## config.mk

```make
export PLATFORM = sky130hd
export DESIGN_NAME = rr_sel_sequencer
export DESIGN_NICKNAME = d
export VERILOG_FILES = /design/src/rtl/rr_sel_sequencer.sv
export SDC_FILE = /design/constraint.sdc
export NUM_CORES = 1
export LEC_CHECK = 0
export CORE_MARGIN = 1
export CORE_UTILIZATION = 46
export DETAILED_ROUTE_END_ITERATION = 10
export PLACE_DENSITY_LB_ADDON = 0.15
export SETUP_SLACK_MARGIN = 0.15
export SYNTH_ARGS = -nofsm -noshare
export SYNTH_HDL_FRONTEND = slang
export SYNTH_SLANG_ARGS = --single-unit
```

## constraint.sdc

```tcl
create_clock -name clk -period 2.1 [get_ports clk]
set_clock_uncertainty 0.15 [all_clocks]
set_input_delay 0.63 -clock clk [delete_from_list [all_inputs] [get_ports clk]]
set_output_delay 0.63 -clock clk [all_outputs]
set_load 0.02 [all_outputs]
```

## src/rtl/rr_sel_sequencer.sv

```systemverilog
// Round-robin select generator for a 4-input mux: registered sel/one-hot gnt,
// grant held until ack or watchdog expiry, back-to-back grants on release.
//
// state | meaning
// IDLE  | no grant outstanding, valid=0, arbitrate on any req
// GRANT | sel/gnt frozen and valid=1 until ack or watchdog release
module rr_sel_sequencer #(
    parameter int TIMEOUT = 16,
    parameter int CNTW    = 5
) (
    input  logic       clk,
    input  logic       rst_n,
    input  logic [3:0] req,
    input  logic       ack,
    output logic [1:0] sel,
    output logic [3:0] gnt,
    output logic       valid,
    output logic       timeout
);

    typedef enum logic {IDLE, GRANT} state_t;

    localparam logic [CNTW-1:0] CNT_LAST = CNTW'(TIMEOUT - 1);
    localparam logic [CNTW-1:0] CNT_MAX  = '1;
    localparam logic            WDOG_EN  = (TIMEOUT != 0);

    state_t          state_q, state_d;
    logic [1:0]      ptr_q, ptr_d;
    logic [1:0]      sel_q, sel_d;
    logic [3:0]      gnt_q, gnt_d;
    logic            valid_q, valid_d;
    logic            timeout_q, timeout_d;
    logic [CNTW-1:0] cnt_q, cnt_d;

    logic [1:0]      arb_base;
    logic [1:0]      win_idx;
    logic            win_found;
    logic            expire;
    logic            release_now;

    // On release the new pointer is sel+1, so arbitrate from there in the same cycle.
    assign arb_base    = (state_q == GRANT) ? 2'(sel_q + 2'd1) : ptr_q;
    assign expire      = WDOG_EN && (cnt_q == CNT_LAST);
    assign release_now = ack || expire;

    always_comb begin
        logic [1:0] idx;
        win_found = 1'b0;
        win_idx   = 2'd0;
        idx       = 2'd0;
        for (int i = 3; i >= 0; i--) begin
            idx = 2'(arb_base + 2'(i));
            if (req[idx]) begin
                win_found = 1'b1;
                win_idx   = idx;
            end
        end
    end

    always_comb begin
        state_d   = state_q;
        ptr_d     = ptr_q;
        sel_d     = sel_q;
        gnt_d     = gnt_q;
        valid_d   = valid_q;
        cnt_d     = cnt_q;
        timeout_d = 1'b0;
        case (state_q)
            IDLE: begin
                valid_d = 1'b0;
                gnt_d   = 4'b0000;
                if (win_found) begin
                    sel_d   = win_idx;
                    gnt_d   = 4'b0001 << win_idx;
                    valid_d = 1'b1;
                    cnt_d   = '0;
                    state_d = GRANT;
                end
            end
            GRANT: begin
                if (release_now) begin
                    ptr_d     = 2'(sel_q + 2'd1);
                    timeout_d = ~ack;
                    cnt_d     = '0;
                    if (win_found) begin
                        sel_d = win_idx;
                        gnt_d = 4'b0001 << win_idx;
                    end else begin
                        valid_d = 1'b0;
                        gnt_d   = 4'b0000;
                        state_d = IDLE;
                    end
                end else if (cnt_q != CNT_MAX) begin
                    cnt_d = cnt_q + 1'b1;
                end
            end
            default: begin
                state_d = IDLE;
                valid_d = 1'b0;
                gnt_d   = 4'b0000;
            end
        endcase
    end

    always_ff @(posedge clk or negedge rst_n) begin
        if (!rst_n) begin
            state_q   <= IDLE;
            ptr_q     <= 2'd0;
            sel_q     <= 2'd0;
            gnt_q     <= 4'b0000;
            valid_q   <= 1'b0;
            timeout_q <= 1'b0;
            cnt_q     <= '0;
        end else begin
            state_q   <= state_d;
            ptr_q     <= ptr_d;
            sel_q     <= sel_d;
            gnt_q     <= gnt_d;
            valid_q   <= valid_d;
            timeout_q <= timeout_d;
            cnt_q     <= cnt_d;
        end
    end

    assign sel     = sel_q;
    assign gnt     = gnt_q;
    assign valid   = valid_q;
    assign timeout = timeout_q;

endmodule
```

==> reports/metrics.csv <==
stage;metric;value;unit
grt;overflow;0;
setup_path;critPathArrivalTime;2.02;ns
layout;fin_util;68.8;%
setup_path;cp_max_fo;7;
setup_path;path_class;flip-flop to flip-flop;
layout;drive_above_1_share;32.2;%
synth;synth-edff-count;0;
grt;grt_pass1_wl;3150;um
sta;finalSetupTns;0;ns
routing;vias;764;
cts;clock_path_buffers;2;
pwr;p_leak;0.549;nW
die;die_area;0.00209;mm2
synth;synth_area;878;um2
cts;cts_tree;built;
layout;fillers;157;
synth;ys_seq_elements;16;
sta;min_period;1.96;ns
setup_path;cp_data_required_time;2.17;ns
routing;routedWlPerCell;13.5;um
grt;grt_pass1_vias;716;
layout;syn_to_final_growth;38.2;%
die;coreArea;0.00176;mm2
die;placementRows;15;
routing;antenna_left;0;
layout;finalNonFillerCells;140;
cts;clock-sinks;16;
place;dp_cells;135;
pwr;powerDensity;855;mW/mm2
place;place.gp.congestion;0.911;
grt;grt_usage;21.0;%
pwr;power_frac_comb;42.1;%
synth;syn_inst;88;
outcome;outcome;completed;
job;drv_cap;0;
synth;syn_nets;98;
sta;fin_ws;0.144;ns
routing;drt_iter0_drc;16;
place;dp_hpwl;1370;um
sta;setup_violations;0;
synth;yosysTopAreaCellShare;45.6;%
synth;synth_area_leader_cell;dfrtp_1;
layout;fin_nets;127;
synth;synth_common_cells;16 x dfrtp_1, 9 x nand2_1, 8 x o21ai_0;
pwr;ir_worst_vdd;0.000515;V
cts;htree_levels;1;
cts;cts_buffers;3;
pwr;p_clk_share;14.6;%
setup_path;start_kind;flip-flop;
synth;synth.avg_cell_area;9.98;um2
layout;n_antenna_cell;0;
sta;timing_hold_violations_final;0;
sta;hold_ws;0.348;ns
cts;root_buffer;clkbuf_4;
die;die-width;45.7;um
die;initial_core_util;49.8;%
synth;synth_cell_types;36;
sta;max_freq;0.511;GHz
cts;hold_buffers;0;
pwr;p_seq_share;43.3;%
setup_path;worst_setup_path_end_kind;flip-flop;
sta;rsz0062_at_grt;yes;
routing;vias_per_cell;5.46;
place;pre_cts_ws;-0.365;ns
grt;antenna_found_initial;0;
routing;drc;0;
routing;routed_wl;1880;um
synth;synth.most_common_cell;dfrtp_1;
die;ios;15;
cts;clkLatencyLatePin;0.27;ns
sta;worstMarginPinSlew;0.401;ns
synth;synth-seq-area-share;45.6;%
cts;clk_pin_slew;0.08;ns
synth;async_flop_share;100;%
place;portBuffers;14;
pwr;swShare;37.1;%
pwr;p_int;0.653;mW
grt;grt_max_degree;17;
sta;post-route-period-util;93.1;%
min_path;hold_class;flip-flop to flip-flop;
synth;synth.area.top_cells;dfrtp_1 46%, o21ai_0 4.6%, ha_1 4.3%, nand2_1 3.8%, o31ai_1 3.4%;
routing;first_pass_iters;4;
synth;yosys_most_used_dff;dfrtp_1;
die;fp.dieH;45.7;um
sta;slew_headroom;72.9;%
pwr;p_switching;0.385;mW
synth;yosysWarnings;0;
sta;maxSlewViolCount;0;
flip-flops by register name, indices dropped and copies added, names as in the netlist:
signal,cells
ptr_q,2
timeout,1
sel,2
valid,1
cnt_q,5
gnt,4
state_q,1
per-stage QoR:
step           power (mW)  cell area [um2]
6_report             1.04             1210
3_3_place_gp        0.900             1170
3_5_place_dp        0.908             1170
2_1_floorplan       0.721              936
4_1_cts              1.03             1190
5_1_grt              1.10             1210
cell type report:
type / instances / area, um2 / share of cell area [%]
Clock buffer: 3 / 22.5 / 1.86
Inverter: 5 / 18.8 / 1.55
Multi-Input combinational cell: 64 / 517 / 42.6
Sequential cell: 16 / 402 / 33.1
Tap cell: 25 / 31.3 / 2.58
Timing Repair Buffer: 27 / 223 / 18.4
cells by family (layout without fill, tap and decap cells):
logic type | Yosys count | in the layout | share of synthesized area, %
AO/OA/AOI/OAI | 25 | 25 | 19.7
buffers and inverters | 8 | 35 | 4.13
multiplexers | 3 | 3 | 3.70
flip-flops | 16 | 16 | 45.6
AND/OR/NAND/NOR | 32 | 32 | 21.7
adder cells (fa/ha/maj) | 3 | 3 | 4.27
XOR/XNOR | 1 | 1 | 0.997
critical path, cell delays in order (launching register included):
cell and delay (ns):
dfrtp_1 0.41, ha_2 0.21, and3_4 0.16, ha_4 0.17, or3b_4 0.44, o22ai_4 0.19
mux2_4 0.17
path summary, 6_finish.rpt:
path / from / to / slack, ns / cells past startpoint
max in group asynchronous: rst_n / sel[0] / 1.07 / 2
setup reg to reg: cnt_q[1] / cnt_q[0] / 0.14 / 6
hold / removal: gnt[0] / gnt[0] / 0.35 / 1
setup / recovery: cnt_q[1] / cnt_q[0] / 0.14 / 6
min in group asynchronous: rst_n / valid / 0.54 / 2
hold reg to reg: gnt[0] / gnt[0] / 0.35 / 1
layer usage:
| metal | part of all wire, % | global-route usage [%] |
|---|---|---|
| met4 | 0.64 | 5.29 |
| met2 | 48 | 33.1 |
| met1 | 47 | 29.1 |
| met3 | 4.1 | 5.16 |
| met5 | 0 | 0 |
power groups by stage:
stage | registers [mW] | clock network [mW] | logic [mW]
floorplan | 0.507 | 0 | 0.214
global placement | 0.455 | 0 | 0.445
detailed placement | 0.455 | 0 | 0.453
CTS | 0.449 | 0.157 | 0.427
global route | 0.462 | 0.169 | 0.469
finish | 0.450 | 0.151 | 0.436
timing repair:
item	4_1_cts	5_1_grt
pin swaps	5	0
setup buffers	0	2
gates resized for setup	16	5
setup endpoints to repair	19	9
placed cells by master (no fill, tap or decap), drive strengths merged:
cell type / Yosys / final
dfrtp: 16 / 16
buf: 3 / 13
dlygate4sd2: 0 / 12
nand2: 9 / 9
o21ai: 9 / 9
nor2: 7 / 7
inv: 5 / 5
o31ai: 4 / 4
a21oi: 3 / 3
clkbuf: 0 / 3
ha: 3 / 3
and2b: 2 / 2
nor2b: 2 / 2
nand4b: 2 / 2
a32o: 2 / 2
clkdlybuf4s50: 0 / 2
nand4: 2 / 2
mux2: 2 / 2
and3: 1 / 1
or3b: 1 / 1
nor4: 1 / 1
and3b: 1 / 1
nor3b: 1 / 1
and2: 1 / 1
o22ai: 1 / 1
a22o: 1 / 1
xnor2: 1 / 1
a21o: 1 / 1
o311a: 1 / 1
a211o: 1 / 1
mux2i: 1 / 1
a2111o: 1 / 1
nand2b: 1 / 1
nor4b: 1 / 1
a311oi: 1 / 1
(Power assumes the default switching activity.)
